### src/rtl/cut_eval_toggle_mon.sv
// Multi-channel registered evaluator of f = (a ^ b) & (a | c | d) with per-channel output toggle counting over fixed windows.
// Optional macro CUT_EVAL_IN_TOG_EN adds in_tog_cnt, a saturating count of input bit toggles per window.
module cut_eval_toggle_mon #(
  parameter int CH      = 4,
  parameter int CNT_W   = 16,
  parameter int WIN_LEN = 256
) (
  input  logic                  clk,
  input  logic                  rst,
  input  logic                  clr,
  input  logic                  in_valid,
  output logic                  in_ready,
  input  logic [4*CH-1:0]       in_data,
  output logic                  out_valid,
  input  logic                  out_ready,
  output logic [CH-1:0]         out_data,
  output logic                  win_done,
  output logic [CH*CNT_W-1:0]   tog_cnt
`ifdef CUT_EVAL_IN_TOG_EN
  ,
  output logic [CNT_W+1:0]      in_tog_cnt
`endif
);

  localparam int SC_W = $clog2(WIN_LEN + 1);

  typedef enum logic {FIRST, RUN} state_t;

  function automatic logic [CH-1:0] eval_cut(input logic [4*CH-1:0] w);
    logic [CH-1:0] r;
    r = '0;
    for (int k = 0; k < CH; k++) begin
      r[k] = (w[4*k] ^ w[4*k+1]) & (w[4*k] | w[4*k+2] | w[4*k+3]);
    end
    return r;
  endfunction

  logic                 accept, xfer, win_close;
  logic                 out_valid_q, out_valid_d;
  logic [CH-1:0]        out_data_q, out_data_d;
  logic [CH-1:0]        prev_q, prev_d;
  logic                 win_done_q, win_done_d;
  logic [CH*CNT_W-1:0]  tog_q, tog_d;
  logic [CNT_W-1:0]     live_q [CH];
  logic [CNT_W-1:0]     live_d [CH];
  logic [SC_W-1:0]      samp_q, samp_d;
  state_t               state_q, state_d;
`ifdef CUT_EVAL_IN_TOG_EN
  localparam logic [CNT_W+1:0] IN_MAX = '1;
  logic [CNT_W+1:0]     in_live_q, in_live_d;
  logic [CNT_W+1:0]     in_tog_q, in_tog_d;
  logic [4*CH-1:0]      prev_in_q, prev_in_d;
  logic                 have_in_q, have_in_d;
  logic [8:0]           pop;
  logic [CNT_W+10:0]    in_sum;
`endif

  assign in_ready = ~out_valid_q | out_ready;

  always_comb begin
    accept      = in_valid & in_ready;
    xfer        = out_valid_q & out_ready;
    win_close   = 1'b0;
    out_valid_d = out_valid_q;
    out_data_d  = out_data_q;
    prev_d      = prev_q;
    win_done_d  = 1'b0;
    tog_d       = tog_q;
    live_d      = live_q;
    samp_d      = samp_q;
    state_d     = state_q;

    if (accept) begin
      out_data_d  = eval_cut(in_data);
      out_valid_d = 1'b1;
    end else if (xfer) begin
      out_valid_d = 1'b0;
    end

    // clr overrides the counting side of a coincident transfer only
    if (clr) begin
      for (int k = 0; k < CH; k++) live_d[k] = '0;
      samp_d  = '0;
      state_d = FIRST;
    end else if (xfer) begin
      prev_d = out_data_q;
      if (state_q == FIRST) begin
        samp_d  = SC_W'(1);
        state_d = RUN;
      end else begin
        for (int k = 0; k < CH; k++) begin
          if ((out_data_q[k] != prev_q[k]) && (live_q[k] != '1)) begin
            live_d[k] = live_q[k] + 1'b1;
          end
        end
        if (samp_q == SC_W'(WIN_LEN - 1)) win_close = 1'b1;
        else samp_d = samp_q + 1'b1;
      end
    end

`ifdef CUT_EVAL_IN_TOG_EN
    in_live_d = in_live_q;
    in_tog_d  = in_tog_q;
    prev_in_d = prev_in_q;
    have_in_d = have_in_q;
    pop       = 9'($countones(in_data ^ prev_in_q));
    in_sum    = {9'd0, in_live_q} + {{(CNT_W+2){1'b0}}, pop};
    if (clr) begin
      in_live_d = '0;
      have_in_d = 1'b0;
    end
    if (accept) begin
      if (have_in_q && !clr) begin
        in_live_d = (in_sum > {9'd0, IN_MAX}) ? IN_MAX : in_sum[CNT_W+1:0];
      end
      prev_in_d = in_data;
      have_in_d = 1'b1;
    end
`endif

    if (win_close) begin
      for (int k = 0; k < CH; k++) begin
        tog_d[k*CNT_W +: CNT_W] = live_d[k];
        live_d[k] = '0;
      end
      samp_d     = '0;
      win_done_d = 1'b1;
`ifdef CUT_EVAL_IN_TOG_EN
      in_tog_d  = in_live_d;
      in_live_d = '0;
`endif
    end
  end

  always_ff @(posedge clk or posedge rst) begin
    if (rst) begin
      out_valid_q <= 1'b0;
      out_data_q  <= '0;
      prev_q      <= '0;
      win_done_q  <= 1'b0;
      tog_q       <= '0;
      for (int k = 0; k < CH; k++) live_q[k] <= '0;
      samp_q      <= '0;
      state_q     <= FIRST;
`ifdef CUT_EVAL_IN_TOG_EN
      in_live_q   <= '0;
      in_tog_q    <= '0;
      prev_in_q   <= '0;
      have_in_q   <= 1'b0;
`endif
    end else begin
      out_valid_q <= out_valid_d;
      out_data_q  <= out_data_d;
      prev_q      <= prev_d;
      win_done_q  <= win_done_d;
      tog_q       <= tog_d;
      for (int k = 0; k < CH; k++) live_q[k] <= live_d[k];
      samp_q      <= samp_d;
      state_q     <= state_d;
`ifdef CUT_EVAL_IN_TOG_EN
      in_live_q   <= in_live_d;
      in_tog_q    <= in_tog_d;
      prev_in_q   <= prev_in_d;
      have_in_q   <= have_in_d;
`endif
    end
  end

  assign out_valid = out_valid_q;
  assign out_data  = out_data_q;
  assign win_done  = win_done_q;
  assign tog_cnt   = tog_q;
`ifdef CUT_EVAL_IN_TOG_EN
  assign in_tog_cnt = in_tog_q;
`endif

endmodule
### config.mk
export PLATFORM = sky130hd
export DESIGN_NAME = cut_eval_toggle_mon
export DESIGN_NICKNAME = d
export VERILOG_FILES = /design/src/rtl/cut_eval_toggle_mon.sv
export SDC_FILE = /design/constraint.sdc
export NUM_CORES = 1
export LEC_CHECK = 0
export ABC_AREA = 0
export CAP_MARGIN = 20
export CORE_MARGIN = 1
export CORE_UTILIZATION = 50
export DETAILED_ROUTE_END_ITERATION = 16
export GPL_ROUTABILITY_DRIVEN = 0
export HOLD_SLACK_MARGIN = 0.06
export PLACE_DENSITY = 0.77
export RECOVER_POWER = 50
export SLEW_MARGIN = 20
export SYNTH_ARGS = -nofsm -noshare
export SYNTH_HDL_FRONTEND = slang
export SYNTH_SLANG_ARGS = --single-unit
### constraint.sdc
create_clock -name clk -period 4.6 [get_ports clk]
set_input_delay 0.92 -clock clk [delete_from_list [all_inputs] [get_ports clk]]
set_output_delay 0.92 -clock clk [all_outputs]
set_load 0.005 [all_outputs]
==> insert_results.sql, run 1 <==
INSERT INTO impl_metrics (metric_group, metric, value, unit) VALUES
('clock_tree', 'post_cts.repair.setup_buffers', '0', ''),
('clock_tree', 'cts_tree', 'built', ''),
('finish', 'area.growth.synth_to_final', '25.0', '%'),
('worst_hold_path', 'hold-path-cell-count', '2', ''),
('worst_setup_path', 'slack_of_the_worst_reg_to_reg_path', '1.64', 'ns'),
('power_and_ir_drop', 'cellLeakagePower', '3.67', 'nW'),
('run_status', 'violated_checks', 'capacitance limit, slew limit', ''),
('timing', 'tns', '0', 'ns'),
('synthesis', 'synth_compound_area_share', '9.76', '%'),
('timing', 'final_count_of_pins_violating_max_slew', '132', ''),
('timing', 'fin_skew', '0.00999', 'ns'),
('worst_setup_path', 'cp_cell_sequence', 'dlygate4sd3_1, clkinvlp_2, clkbuf_2', ''),
('timing', 'fin_crit_sh', '70.0', '%'),
('synthesis', 'synth_adder_area_share', '1.10', '%'),
('worst_setup_path', 'worstSetupStartpoint', 'rst', ''),
('finish', 'finish.instance_area', '8560', 'sq um'),
('route', 'detail_route.vias_per_cell', '5.48', ''),
('die', 'ios', '92', ''),
('finish', 'n_antenna_cell', '0', ''),
('job', 'max_cap_viol_count', '3', ''),
('worst_setup_path', 'end_kind', 'async pin', ''),
('synthesis', 'netlist-cell-type-count', '57', ''),
('timing', 'setup-violations-final', '0', ''),
('route', 'iteration_0_drc_count_of_the_detailed_router', '401', ''),
('die', 'chipHeight', '119', 'um'),
('clock_tree', 'cts_resized', '0', ''),
('worst_hold_path', 'min_from', 'tog_cnt[38]', ''),
('global_routing', 'track_usage', '22.0', '%'),
('synthesis', 'sequential_share_of_the_synthesized_area', '54.1', '%'),
('place', 'hpwl', '9890', 'um'),
('timing', 'worst_slew_margin_relative_to_its_limit', '-13.7', '%'),
('synthesis', 'synth_enable_flop_cells', '0', ''),
('finish', 'most_common_library_cell_in_the_layout_ignoring_fill_and_taps', 'dfrtp_1', ''),
('timing', 'fin_crit', '3.22', 'ns'),
('route', 'antenna_left', '0', ''),
('global_routing', 'grt_pass1_vias', '5197', ''),
('power_and_ir_drop', 'power.total', '3.05', 'mW'),
('die', 'die_w', '119', 'um'),
('worst_setup_path', 'critPathBufInv', '3', ''),
('place', 'placedInstanceArea', '7930', 'sq um'),
('route', 'drt_pre_antenna_iters', '5', ''),
('power_and_ir_drop', 'power-per-cell-area', '356', 'nW/um^2'),
('synthesis', 'synthesized_instance_count', '664', ''),
('global_routing', 'number_of_antenna_violations_at_the_first_check_in_global_routing', '0', ''),
('synthesis', 'synth_top_family_by_area', 'simple AND/OR/NAND/NOR gates', ''),
('synthesis', 'postSynthNetCount', '691', ''),
('worst_setup_path', 'crit_family', 'buffers and inverters', ''),
('die', 'die-area', '14200', 'sq um'),
('worst_setup_path', 'worst-endpoint-arrival', '3.43', 'ns'),
('route', 'remaining_drc_errors', '0', ''),
('worst_setup_path', 'worst_r2r_path_depth', '10', ''),
('global_routing', 'largest_net_degree_at_the_start_of_global_routing', '71', ''),
('synthesis', 'synth.yosys.warnings', '0', ''),
('synthesis', 'ys_async_sr_fraction', '100', '%'),
('route', 'routedWlPerCell', '14.9', 'um'),
('worst_setup_path', 'path_depth', '3', ''),
('route', 'dr_total_vias', '5167', ''),
('synthesis', 'synth.mux.area_fraction', '2.63', '%'),
('synthesis', 'synth_ff_type', 'dfrtp_1', ''),
('timing', 'fmax', '0.311', 'GHz'),
('worst_setup_path', 'cpPeakStageDelay', '1.33', 'ns'),
('clock_tree', 'clock_tree.buffer_depth', '2', ''),
('synthesis', 'syn_area_per_cell', '10.3', 'sq um'),
('clock_tree', 'cts.reportedPaths.clkPinSlew', '0.06', 'ns'),
('die', 'design.core.area', '13300', 'sq um'),
('clock_tree', 'clock-root-buffer', 'clkbuf_16', ''),
('die', 'row_count', '42', ''),
('run_status', 'run_status', 'finished, violations left', ''),
('clock_tree', 'cts_htree_levels', '4', ''),
('worst_setup_path', 'worst-path-max-fanout', '70', ''),
('place', 'place.port_buffers', '91', '');
-- final cells by class --
type | instances | area [sq um]
inverter | 14 | 53.8
clock buffer | 23 | 458
clock inverter | 9 | 200
timing repair buffer | 97 | 946
tap | 176 | 220
fill | 1080 | 4740
sequential | 148 | 3700
multi-input combinational | 476 | 2980
-- metal layers --
metal	global-route usage (%)	routed length, um	up-vias
met5	0	0	-
met4	7.12	164	0
met3	5.65	729	19
met2	36.2	7170	125
met1	28.3	6020	2523
li1	-	-	2500
-- worst reg2reg max path, cell delays in order, from the launching register on --
cell and delay (ns):
dfrtp_1 0.41, ha_1 0.24, and3_1 0.22, and3_1 0.21
and3_1 0.18, ha_1 0.24, nand3_4 0.31, buf_4 0.46
clkinv_1 0.35, nor2_1 0.18, a21oi_1 0.06
-- metrics by stage --
| stage | hold slack, ns | worst slack [ns] | cells |
|---|---|---|---|
| floorplan | 0.450 | 1.82 | 664 |
| global placement | 0.463 | 1.40 | 911 |
| detailed placement | 0.470 | 1.29 | 911 |
| CTS | 0.483 | 1.44 | 943 |
| global route | 0.492 | 0.898 | 943 |
| finish | 0.471 | 1.38 | 943 |
-- kinds of logic (layout without fill, tap and decap cells) --
group / after synthesis / after routing
simple gates: 284 / 284
flops: 148 / 148
compound gates: 113 / 113
xor+xnor: 56 / 56
buf+inv: 40 / 143
mux: 17 / 17
fa+ha+maj: 6 / 6
-- report_power, final --
part	leakage (nW)	internal [mW]	switching [mW]
clock	0.312	1.03	0.506
combinational	1.30	0.0675	0.0953
sequential	2.05	1.32	0.0232
-- state kept, by name, indices dropped and copies added (netlist names) --
name,flops
tog_cnt,64
out_valid,1
win_done,1
state_q,1
live_q,64
samp_q,9
prev_q,4
out_data,4
-- synthesized netlist by cell type, drive strengths merged (2+ instances only) --
cell type | instances | area [sq um]
mux2i | 9 | 90.1
and3 | 13 | 81.3
nor4 | 14 | 159
nand3b | 2 | 15.0
xor2 | 19 | 166
and4 | 6 | 52.6
nand4 | 17 | 146
mux2 | 8 | 90.1
nand2 | 86 | 323
nand3 | 28 | 163
nor2 | 80 | 300
buf | 14 | 81.3
a311oi | 2 | 17.5
inv | 13 | 48.8
clkbuf | 12 | 45.0
o31ai | 3 | 27.5
or2 | 3 | 18.8
xnor2 | 37 | 324
o21ai | 74 | 370
nor3 | 11 | 65.1
ha | 6 | 75.1
a21oi | 14 | 70.1
o211ai | 6 | 45.0
and4b | 2 | 20.0
nor4b | 5 | 80.1
o2111ai | 4 | 35.0
nand2b | 8 | 57.6
and2 | 3 | 18.8
a211oi | 5 | 37.5
dfrtp | 148 | 3700
-- worst paths after layout --
kind	end
max	tog_cnt[24]
min	tog_cnt[38]
max reg2reg	tog_cnt[49]
min reg2reg	tog_cnt[38]
max in group clk	in_ready
min in group asynchronous	live_q[13]
(Power assumes the default switching activity.)
==> inputs of run 2 (changes only) <==
--- a/config.mk
+++ b/config.mk
@@ -12,7 +12,7 @@
 export DETAILED_ROUTE_END_ITERATION = 16
 export GPL_ROUTABILITY_DRIVEN = 0
 export HOLD_SLACK_MARGIN = 0.06
-export PLACE_DENSITY = 0.77
+export PLACE_DENSITY = 0.74
 export RECOVER_POWER = 50
 export SLEW_MARGIN = 20
 export SYNTH_ARGS = -nofsm -noshare
==> constraint.sdc (replaced) <==
create_clock -name clk -period 3.3 [get_ports clk]
set_input_delay 0.66 -clock clk [delete_from_list [all_inputs] [get_ports clk]]
set_output_delay 0.66 -clock clk [all_outputs]
set_load 0.005 [all_outputs]
==> run 2 against run 1 <==
  * Largest power group unchanged
  * Total power up 34%
  * Register-to-register slack worse by 0.89 ns
  * The run still ends with capacitance limit, slew limit left
  * Cell count increased by 0.42%
  * Combinational power increased by 46%
==> insert_results.sql, run 2 (synthesis results as in run 1) <==
INSERT INTO impl_metrics (metric_group, metric, value, unit) VALUES
('timing', 'fin_crit', '2.72', 'ns'),
('route', 'routedLengthMet1', '6430', 'um'),
('global_routing', 'global_route_wire_length_before_repair', '24800', 'um'),
('timing', 'rsz_0062_raised_after_global_routing', 'no', ''),
('route', 'dr_total_vias', '5147', ''),
('power_and_ir_drop', 'cellLeakagePower', '3.70', 'nW'),
('timing', 'setup-violations-final', '0', ''),
('timing', 'worst-slew-pin-transition', '1.55', 'ns'),
('worst_setup_path', 'timing.critical_path.from_type', 'primary input', ''),
('finish', 'most_common_library_cell_in_the_layout_ignoring_fill_and_taps', 'dfrtp_1', ''),
('timing', 'fmax', '0.368', 'GHz'),
('finish', 'footprint_of_the_multi_input_gates', '2980', 'sq um'),
('clock_tree', 'clock-root-buffer', 'clkbuf_16', ''),
('clock_tree', 'clock_latency', '0.42', 'ns'),
('route', 'antenna_left', '0', ''),
('finish', 'drive_above_1_share', '10.6', '%'),
('worst_setup_path', 'crit_family', 'buffers and inverters', ''),
('finish', 'footprint_of_the_flip_flops_and_latches', '3700', 'sq um'),
('worst_hold_path', 'hold_path_class', 'register to register', ''),
('power_and_ir_drop', 'power.total', '4.09', 'mW'),
('route', 'drt_pre_antenna_iters', '4', ''),
('clock_tree', 'post_cts.repair.setup_buffers', '0', ''),
('route', 'remaining_drc_errors', '0', ''),
('finish', 'fill_cell_instance_count_of_the_final_layout', '1021', ''),
('route', 'wl_met3', '694', 'um'),
('die', 'start_util', '51.5', '%'),
('timing', 'fin_skew', '0.00836', 'ns'),
('worst_setup_path', 'critPathBufInv', '2', ''),
('place', 'placedInstanceArea', '7980', 'sq um'),
('finish', 'highest_count_cells_in_the_layout_ignoring_fill_and_taps', '148 x dfrtp_1, 86 x nand2_1, 80 x nor2_1', ''),
('job', 'max_cap_viol_count', '1', ''),
('run_status', 'run_status', 'finished, violations left', ''),
('worst_setup_path', 'regToRegEndpoint', 'live_q[9]', ''),
('worst_setup_path', 'worst-endpoint-required', '2.64', 'ns'),
('global_routing', 'track_usage', '22.1', '%'),
('power_and_ir_drop', 'ir_worst_vdd', '315', 'uV'),
('worst_setup_path', 'worst_r2r_path_depth', '9', ''),
('worst_setup_path', 'criticalPathCategory', 'primary input to primary output', ''),
('timing', 'worst_slew_margin_relative_to_its_limit', '-3.92', '%'),
('route', 'finalWirelength', '14400', 'um'),
('clock_tree', 'cts_tree', 'built', ''),
('route', 'routedWlPerCell', '15.3', 'um'),
('finish', 'finalNetCount', '785', ''),
('worst_setup_path', 'slack_of_the_worst_reg_to_reg_path', '0.75', 'ns'),
('worst_setup_path', 'worst-path-max-fanout', '8', ''),
('global_routing', 'number_of_antenna_violations_at_the_first_check_in_global_routing', '0', ''),
('route', 'iteration_0_drc_count_of_the_detailed_router', '347', ''),
('finish', 'finish.instance_area', '8590', 'sq um'),
('route', 'detail_route.vias_per_cell', '5.44', ''),
('clock_tree', 'tritoncts.num_buffers', '17', ''),
('place', 'hpwl', '10100', 'um'),
('place', 'place.port_buffers', '91', ''),
('worst_setup_path', 'worstReg2RegStart', 'samp_q[0]', ''),
('finish', 'area.growth.synth_to_final', '25.4', '%'),
('worst_setup_path', 'cpPeakStageDelay', '0.69', 'ns'),
('route', 'top_signal_layer_used', 'met4', ''),
('timing', 'timing_hold_violations_final', '0', ''),
('die', 'chipHeight', '119', 'um'),
('timing', 'final_count_of_pins_violating_max_slew', '32', ''),
('clock_tree', 'cts_hold_buffers', '0', ''),
('timing', 'fin_crit_sh', '82.5', '%'),
('run_status', 'violated_checks', 'capacitance limit, slew limit', ''),
('worst_setup_path', 'worst-endpoint-arrival', '2.06', 'ns'),
('route', 'met2WireLength', '7120', 'um'),
('power_and_ir_drop', 'power-per-cell-area', '477', 'nW/um^2'),
('die', 'design.core.area', '13300', 'sq um'),
('global_routing', 'globalRoute.totalOverflow', '0', ''),
('die', 'row_count', '42', ''),
('die', 'ios', '92', ''),
('die', 'die_w', '119', 'um'),
('worst_setup_path', 'end_kind', 'primary output', ''),
('global_routing', 'grt_pass1_vias', '5211', ''),
('clock_tree', 'cts.reportedPaths.clkPinSlew', '0.05', 'ns'),
('clock_tree', 'clock_sinks', '148', ''),
('die', 'die-area', '14200', 'sq um'),
('timing', 'tns', '0', 'ns'),
('worst_setup_path', 'cp_cell_sequence', 'dlygate4sd3_1, nand2b_1, clkdlybuf4s50_1', ''),
('worst_hold_path', 'worstHoldEndpoint', 'tog_cnt[57]', ''),
('worst_setup_path', 'critical_path.slowest_cell', 'dlygate4sd3_1', ''),
('finish', 'n_antenna_cell', '0', ''),
('clock_tree', 'cts_htree_levels', '4', ''),
('global_routing', 'largest_net_degree_at_the_start_of_global_routing', '53', ''),
('worst_hold_path', 'hold-path-cell-count', '2', ''),
('clock_tree', 'cts_resized', '0', ''),
('worst_hold_path', 'min_from', 'tog_cnt[57]', ''),
('clock_tree', 'clock_tree.buffer_depth', '2', '');
run 2: cell types whose count changed in the layout (fill, tap and decap cells not counted), sizes merged:
cell / delta
buf: +6
bufinv: -3
clkbuf: -3
clkdlybuf4s50: -1
clkinv: +5
clkinvlp: -1
dlygate4sd3: +1
run 2: layout make-up:
type / instances / area share (%)
clock buffer: 22 / 5.64
clock inverter: 10 / 1.49
timing repair buffer: 101 / 11.9
sequential: 148 / 43.1
inverter: 14 / 0.627
multi-input combinational: 476 / 34.7
tap: 176 / 2.56
run 2: metrics by stage:
step	util, %	cells	setup slack [ns]	hold WS [ns]
global route	64.6	947	0.541	0.500
floorplan	-	664	0.779	0.450
global placement	60.0	915	0.564	0.462
detailed placement	60.0	915	0.365	0.469
CTS	64.6	947	0.643	0.482
finish	64.6	947	0.579	0.473
run 2: worst max-delay path by stage:
stage / start / to / depth (start not counted)
floorplan: rst / live_q[0] / 1
global placement: out_ready / tog_cnt[33] / 6
detailed placement: out_ready / tog_cnt[33] / 6
CTS: out_ready / in_ready / 3
global route: out_ready / in_ready / 3
finish: out_ready / in_ready / 3
run 2: tightest hold or removal path, delay by kind of cell, from the launching register on:
family | cells | cell delay, ns
AND/OR/NAND/NOR | 1 | 0.05
AO/OA/AOI/OAI | 1 | 0.06
flip-flops | 1 | 0.33
run 2: where the power goes:
| part | leakage, nW | internal [mW] | total (mW) | switching [mW] |
|---|---|---|---|---|
| sequential | 2.05 | 1.85 | 1.88 | 0.0330 |
| combinational | 1.35 | 0.101 | 0.238 | 0.137 |
| clock | 0.305 | 1.26 | 1.98 | 0.718 |
run 2: per-layer routing:
| layer | vias to the layer above | GRT usage (%) |
|---|---|---|
| li1 | 2504 | - |
| met1 | 2507 | 28.1 |
| met2 | 118 | 36.2 |
| met3 | 18 | 5.75 |
| met4 | 0 | 8.47 |
| met5 | - | 0 |
